$ cat src/rtl/uart_pkg.sv
// Types and constants shared by the UART transmitter and receiver.
package uart_pkg;

  typedef enum logic [2:0] {IDLE, START, BITS, PAR, STOP} state_t;

  localparam int DATA_BITS  = 8;
  localparam int FRAME_BITS = 11;

  function automatic int baud_divider(input int clk_freq, input int baud);
    return clk_freq / baud;
  endfunction

  // A divider of 1 still needs a one-bit counter.
  function automatic int cnt_width(input int divider);
    return (divider > 1) ? $clog2(divider) : 1;
  endfunction

endpackage

$ cat src/rtl/uarttx_if.sv
// Byte handshake into the UART transmitter.
// A byte transfers on every rising clk edge where data_valid && ready; the
// master holds data_in and data_valid stable until that edge, and ready
// never depends combinationally on data_valid.
interface uarttx_if;
  import uart_pkg::*;

  logic [DATA_BITS-1:0] data_in;
  logic                 data_valid;
  logic                 ready;

  modport master (output data_in, output data_valid, input ready);
  modport slave  (input data_in, input data_valid, output ready);

endinterface

$ cat src/rtl/uart_baud_gen.sv
// Bit-period timer: tick pulses on the last clock of every DIVIDER-clock bit,
// counter held at zero while clear is high.
module uart_baud_gen
  import uart_pkg::*;
#(
    parameter int CLK_FREQ = 50_000_000,
    parameter int BAUD     = 115200
) (
    input  logic clk,
    input  logic reset,
    input  logic clear,
    output logic tick
);

    localparam int DIVIDER = baud_divider(CLK_FREQ, BAUD);
    localparam int CW      = cnt_width(DIVIDER);
    localparam logic [CW-1:0] LAST = CW'(DIVIDER - 1);

    logic [CW-1:0] cnt;

    always_ff @(posedge clk or posedge reset) begin
        if (reset) begin
            cnt <= '0;
        end else if (clear || cnt == LAST) begin
            cnt <= '0;
        end else begin
            cnt <= cnt + CW'(1);
        end
    end

    assign tick = !clear && (cnt == LAST);

endmodule

$ cat src/rtl/uarttx.sv
// UART transmitter, 8E1, double-buffered (hold + shift) for gap-free frames.
// Optional line-break input enabled by defining UART_TX_BREAK_EN.
module uarttx
  import uart_pkg::*;
#(
    parameter int CLK_FREQ = 50_000_000,
    parameter int BAUD     = 115200
) (
    input  logic   clk,
    input  logic   reset,
`ifdef UART_TX_BREAK_EN
    input  logic   brk,
`endif
    uarttx_if.slave s_if,
    output logic   tx,
    output logic   busy,
    output state_t dbg_state
);

    localparam logic [2:0] LAST_BIT = 3'(DATA_BITS - 1);

    state_t               state, state_n;
    logic [DATA_BITS-1:0] hold, shifter, shifter_n;
    logic                 hold_full;
    logic                 par, par_n;
    logic [2:0]           idx, idx_n;
    logic                 tick, baud_clear;
    logic                 load, accept, ready_i, tx_d;
    logic                 brk_i, brk_seen;

`ifdef UART_TX_BREAK_EN
    assign brk_i = brk;
`else
    assign brk_i = 1'b0;
`endif

    assign baud_clear = (state == IDLE);

    uart_baud_gen #(
        .CLK_FREQ (CLK_FREQ),
        .BAUD     (BAUD)
    ) u_baud (
        .clk   (clk),
        .reset (reset),
        .clear (baud_clear),
        .tick  (tick)
    );

    always_ff @(posedge clk or posedge reset) begin
        if (reset) state <= IDLE;
        else       state <= state_n;
    end

    // After a break is released, one idle-high STOP bit precedes any frame.
    always_comb begin
        state_n = state;
        case (state)
            IDLE: begin
                if (brk_i)          state_n = IDLE;
                else if (brk_seen)  state_n = STOP;
                else if (hold_full) state_n = START;
            end
            START: if (tick) state_n = BITS;
            BITS:  if (tick && idx == LAST_BIT) state_n = PAR;
            PAR:   if (tick) state_n = STOP;
            STOP: begin
                if (tick) begin
                    if (brk_i)          state_n = IDLE;
                    else if (hold_full) state_n = START;
                    else                state_n = IDLE;
                end
            end
            default: state_n = IDLE;
        endcase
    end

    // tx is registered from the next-cycle values so it lines up with state.
    always_comb begin
        load      = (state_n == START) && (state != START);
        ready_i   = !hold_full && !(brk_i && state == IDLE);
        accept    = s_if.data_valid && ready_i;
        busy      = (state != IDLE);
        shifter_n = shifter;
        par_n     = par;
        idx_n     = idx;
        if (load) begin
            shifter_n = hold;
            par_n     = 1'b0;
            idx_n     = 3'd0;
        end else if (state == BITS && tick) begin
            par_n     = par ^ shifter[0];
            shifter_n = {1'b0, shifter[DATA_BITS-1:1]};
            idx_n     = idx + 3'd1;
        end
        case (state_n)
            IDLE:    tx_d = !brk_i;
            START:   tx_d = 1'b0;
            BITS:    tx_d = shifter_n[0];
            PAR:     tx_d = par_n;
            default: tx_d = 1'b1;
        endcase
    end

    always_ff @(posedge clk or posedge reset) begin
        if (reset) begin
            tx        <= 1'b1;
            hold      <= '0;
            hold_full <= 1'b0;
            shifter   <= '0;
            par       <= 1'b0;
            idx       <= 3'd0;
            brk_seen  <= 1'b0;
        end else begin
            tx <= tx_d;
            if (load) begin
                hold_full <= 1'b0;
            end else if (accept) begin
                hold      <= s_if.data_in;
                hold_full <= 1'b1;
            end
            shifter  <= shifter_n;
            par      <= par_n;
            idx      <= idx_n;
            brk_seen <= (state == IDLE) ? (brk_seen | brk_i) : 1'b0;
        end
    end

    assign s_if.ready = ready_i;
    assign dbg_state  = state;

endmodule

$ cat src/flat_wrapper.sv
// flat-port wrapper written by rule: the top's interface ports become plain ports
module uarttx_flat import uart_pkg::*;
#(
    parameter int CLK_FREQ = 50_000_000,
    parameter int BAUD     = 115200
)
  (clk, reset, tx, busy, dbg_state, s_if_data_in, s_if_data_valid, s_if_ready);
  uarttx_if s_if_i ();
  input  logic clk;
  input  logic reset;
  output logic tx;
  output logic busy;
  output state_t dbg_state;
  input wire logic [$bits(s_if_i.data_in)-1:0] s_if_data_in;
  input wire logic [$bits(s_if_i.data_valid)-1:0] s_if_data_valid;
  output wire logic [$bits(s_if_i.ready)-1:0] s_if_ready;
  assign s_if_i.data_in = s_if_data_in;
  assign s_if_i.data_valid = s_if_data_valid;
  assign s_if_ready = s_if_i.ready;
  uarttx #(.CLK_FREQ(CLK_FREQ), .BAUD(BAUD)) u_core (.clk(clk), .reset(reset), .s_if(s_if_i), .tx(tx), .busy(busy), .dbg_state(dbg_state));
endmodule
$ cat config.mk
export PLATFORM = sky130hd
export DESIGN_NAME = uarttx_flat
export DESIGN_NICKNAME = d
export VERILOG_FILES = /design/src/rtl/uart_pkg.sv /design/src/rtl/uarttx_if.sv /design/src/rtl/uart_baud_gen.sv /design/src/rtl/uarttx.sv /design/src/flat_wrapper.sv
export SDC_FILE = /design/constraint.sdc
export NUM_CORES = 1
export LEC_CHECK = 0
export CORE_AREA = 2 2 57 59
export CTS_BUF_LIST = sky130_fd_sc_hd__clkbuf_4 sky130_fd_sc_hd__clkbuf_8
export DETAILED_ROUTE_END_ITERATION = 6
export DIE_AREA = 0 0 59 61
export GPL_TIMING_DRIVEN = 1
export PLACE_DENSITY = 0.87
export SLEW_MARGIN = 20
export SYNTH_ARGS = -nofsm -noshare
export SYNTH_HDL_FRONTEND = slang
export SYNTH_HIERARCHICAL = 1
export SYNTH_SLANG_ARGS = --single-unit
$ cat constraint.sdc
create_clock -name clk -period 2.8 [get_ports clk]
set_input_delay 0.56 -clock clk [delete_from_list [all_inputs] [get_ports clk]]
set_output_delay 0.56 -clock clk [all_outputs]
set_load 0.02 [all_outputs]
==> results.ini <==
[cts]
cts_buffers=5
htreeDepth=2
clkLatencyLatePin_ns=0.33
post_cts_buffers=0
cts_tree=yes
cts_hold_buf=0
clock-sinks=34
clockRootBuffer=clkbuf_4
cts.path.max_buffers=2
cts_resized=0
clk_pin_slew_ns=0.10

[die]
num_rows=20
pin_count=17
core_sq_um=2950
start_util_pct=56.9
dieWidth_microns=59
die_h_microns=61
dieArea_sq_um=3600

[synthesis]
syn_area_sq_um=1680
synth.area.top_cells=dfrtp_1 49%, mux2_2 6.0%, ha_1 3.0%
postSynthAreaPerCell_sq_um=11.5
ys_types=43
syn_inst=146
ys_warn_count=6
yosysTopAreaCell=dfrtp_1
synth_async_sr_flop_share_pct=100
synth_top_area_share_pct=49.1
ys_seq_area_share_pct=50.7
synth_edf_count=0
ys_seq_elements=34
synthFlopType=dfrtp_1
synth_nets=161

[placement]
port_buffers=16
pre_cts_slack_ns=0.467
place_hpwl_mm=2.17
place.gp.congestion=0.828

[layout]
final_layout_size_suffix_gt1_share_pct=17.4
final_cell_mix=33 x dfrtp_1, 16 x clkdlybuf4s50_1, 13 x nor2_1
layout_commonest_cell=dfrtp_1
area_delta_synth_final_pct=15.6
n_antenna_cell=0
finalNetCount=181

[min_path]
hold_path_startpoint=u_core/shifter[2]$_DFFE_PP0P_
holdPathStages=1
hold_class=flip-flop to flip-flop
min_to=u_core/shifter[2]$_DFFE_PP0P_

[critical_path]
end_kind=output port
required_ns=2.24
worst-r2r-cell-count=9
critical_path_class=flip-flop to output port
ff2ff_setup_slack_ns=0.47
crit_fanout=10
worst-endpoint-arrival_ns=1.79
timing.rr.start=u_core/dbg_state[0]$_DFF_PP0_
cp-start-kind=flip-flop
r2r_end=u_core/shifter[2]$_DFFE_PP0P_

[sta]
hold-worst-slack_ns=0.498
period_share_pct=83.8
skew_ns=0.0106
fmax_mhz=426
rsz0062_at_grt=no
fin_crit_ns=2.35
setup_viol_count_final=0
max_slew.worst_pin.slew_ns=0.687
finalMaxSlewViolations=0
relSlewSlack_pct=54.1
hold_viol_final=0
setup_tns_ns=0
setup_ws_ns=0.454

[global_routing]
grt_max_degree=26
met1_usage_pct=22.3
grt_pass1_vias=1161
grt_usage_pct=19.0
grt_pass1_wl_mm=4.99
grt.met2_usage_pct=32.9
use_met3_pct=5.76
busiest_layer=met2
grt_overflow=0
antenna_found_initial=0

[pwr]
p_sw_share_pct=33.6
ir_drop_uv=457
p_seq_share_pct=47.9
p_leak_nw=0.896
power.switching_mw=0.597
p_per_area_nw_per_um2=913
combPwrFrac_pct=30.8
p_int_mw=1.18
power_frac_clock_pct=21.3

[routing]
vias=1182
avgRoutedWirePerCell_microns=15.2
drc_errors=0
viasPerCell=5.91
drtIter0Drc=66
ant_nets=0
totalWireLength_mm=3.04
drt-pass1-iter-count=4

[run_status]
outcome=complete, no violations

[job]
maxCapViolCount=0

==> stage by stage <==
step	total power, mW	std cells	util, %	instance area (sq um)
after global routing	1.91	200	65.8	1940
after global placement	1.36	192	62.8	1850
after detailed placement	1.41	192	62.8	1850
after CTS	1.79	200	65.8	1940
after floorplan	1.26	146	-	1680
final	1.77	200	65.8	1940
==> cells by family after synthesis <==
kind of cell	Yosys count	synth area share [%]
xor+xnor	6	3.13
mux	13	8.41
buf+inv	15	4.99
compound gates	28	13.6
simple gates	46	16.2
fa+ha+maj	4	2.98
flops	34	50.7
==> layout make-up <==
cell class,count,area [sq um]
well taps,33,41.3
fillers,231,1010
clock inverters,1,30.0
inverters,9,33.8
clock buffers,7,58.8
repair buffers,19,183
multi-input cells,97,744
flip-flops and latches,34,852
==> metal layers <==
| metal | vias up | routed length, microns | part of all wire [%] |
|---|---|---|---|
| met5 | - | 0 | 0 |
| met2 | 28 | 1540 | 51 |
| li1 | 563 | - | - |
| met4 | 0 | 39 | 1.3 |
| met1 | 586 | 1320 | 44 |
| met3 | 5 | 133 | 4.4 |
==> Yosys cell counts (4+ instances only) <==
cell,n
xor2_1,4
a21o_1,6
dfrtp_1,33
a22o_1,5
mux2_2,9
nand2_1,11
inv_1,9
nor2_1,13
ha_1,4
mux2i_1,4
==> power by group through the flow <==
stage | Combinational (mW) | Clock [mW] | Sequential [mW]
floorplan | 0.443 | 0 | 0.812
global placement | 0.515 | 0 | 0.849
detailed placement | 0.549 | 0 | 0.858
CTS | 0.552 | 0.391 | 0.849
global route | 0.613 | 0.415 | 0.878
finish | 0.547 | 0.379 | 0.849
==> sequential cells by signal, indices dropped and copies added, names as in the netlist <==
register,flops
u_core/u_baud/cnt,9
u_core/hold,8
u_core/shifter,8
u_core/dbg_state,3
u_core/idx,3
u_core/hold_full,1
u_core/par,1
u_core/tx,1
==> worst max-delay path by stage <==
stage                     slack (ns)                          start                       endpoint
after floorplan                 0.39  u_core/dbg_state[1]$_DFF_PP0_  u_core/shifter[6]$_DFFE_PP0P_
after global routing            0.28  u_core/dbg_state[0]$_DFF_PP0_  u_core/shifter[2]$_DFFE_PP0P_
after detailed placement        0.47  u_core/dbg_state[0]$_DFF_PP0_  u_core/shifter[2]$_DFFE_PP0P_
after CTS                       0.43  u_core/dbg_state[1]$_DFF_PP0_                           busy
after global placement          0.52  u_core/dbg_state[1]$_DFF_PP0_  u_core/shifter[6]$_DFFE_PP0P_
final                           0.45  u_core/dbg_state[1]$_DFF_PP0_                           busy
==> worst max-delay path, cell delays in order, from the launching register on <==
cell	delay, ns
dfrtp_1	0.51
or3_1	0.41
clkdlybuf4s50_1	0.55
(Power assumes the default switching activity.)
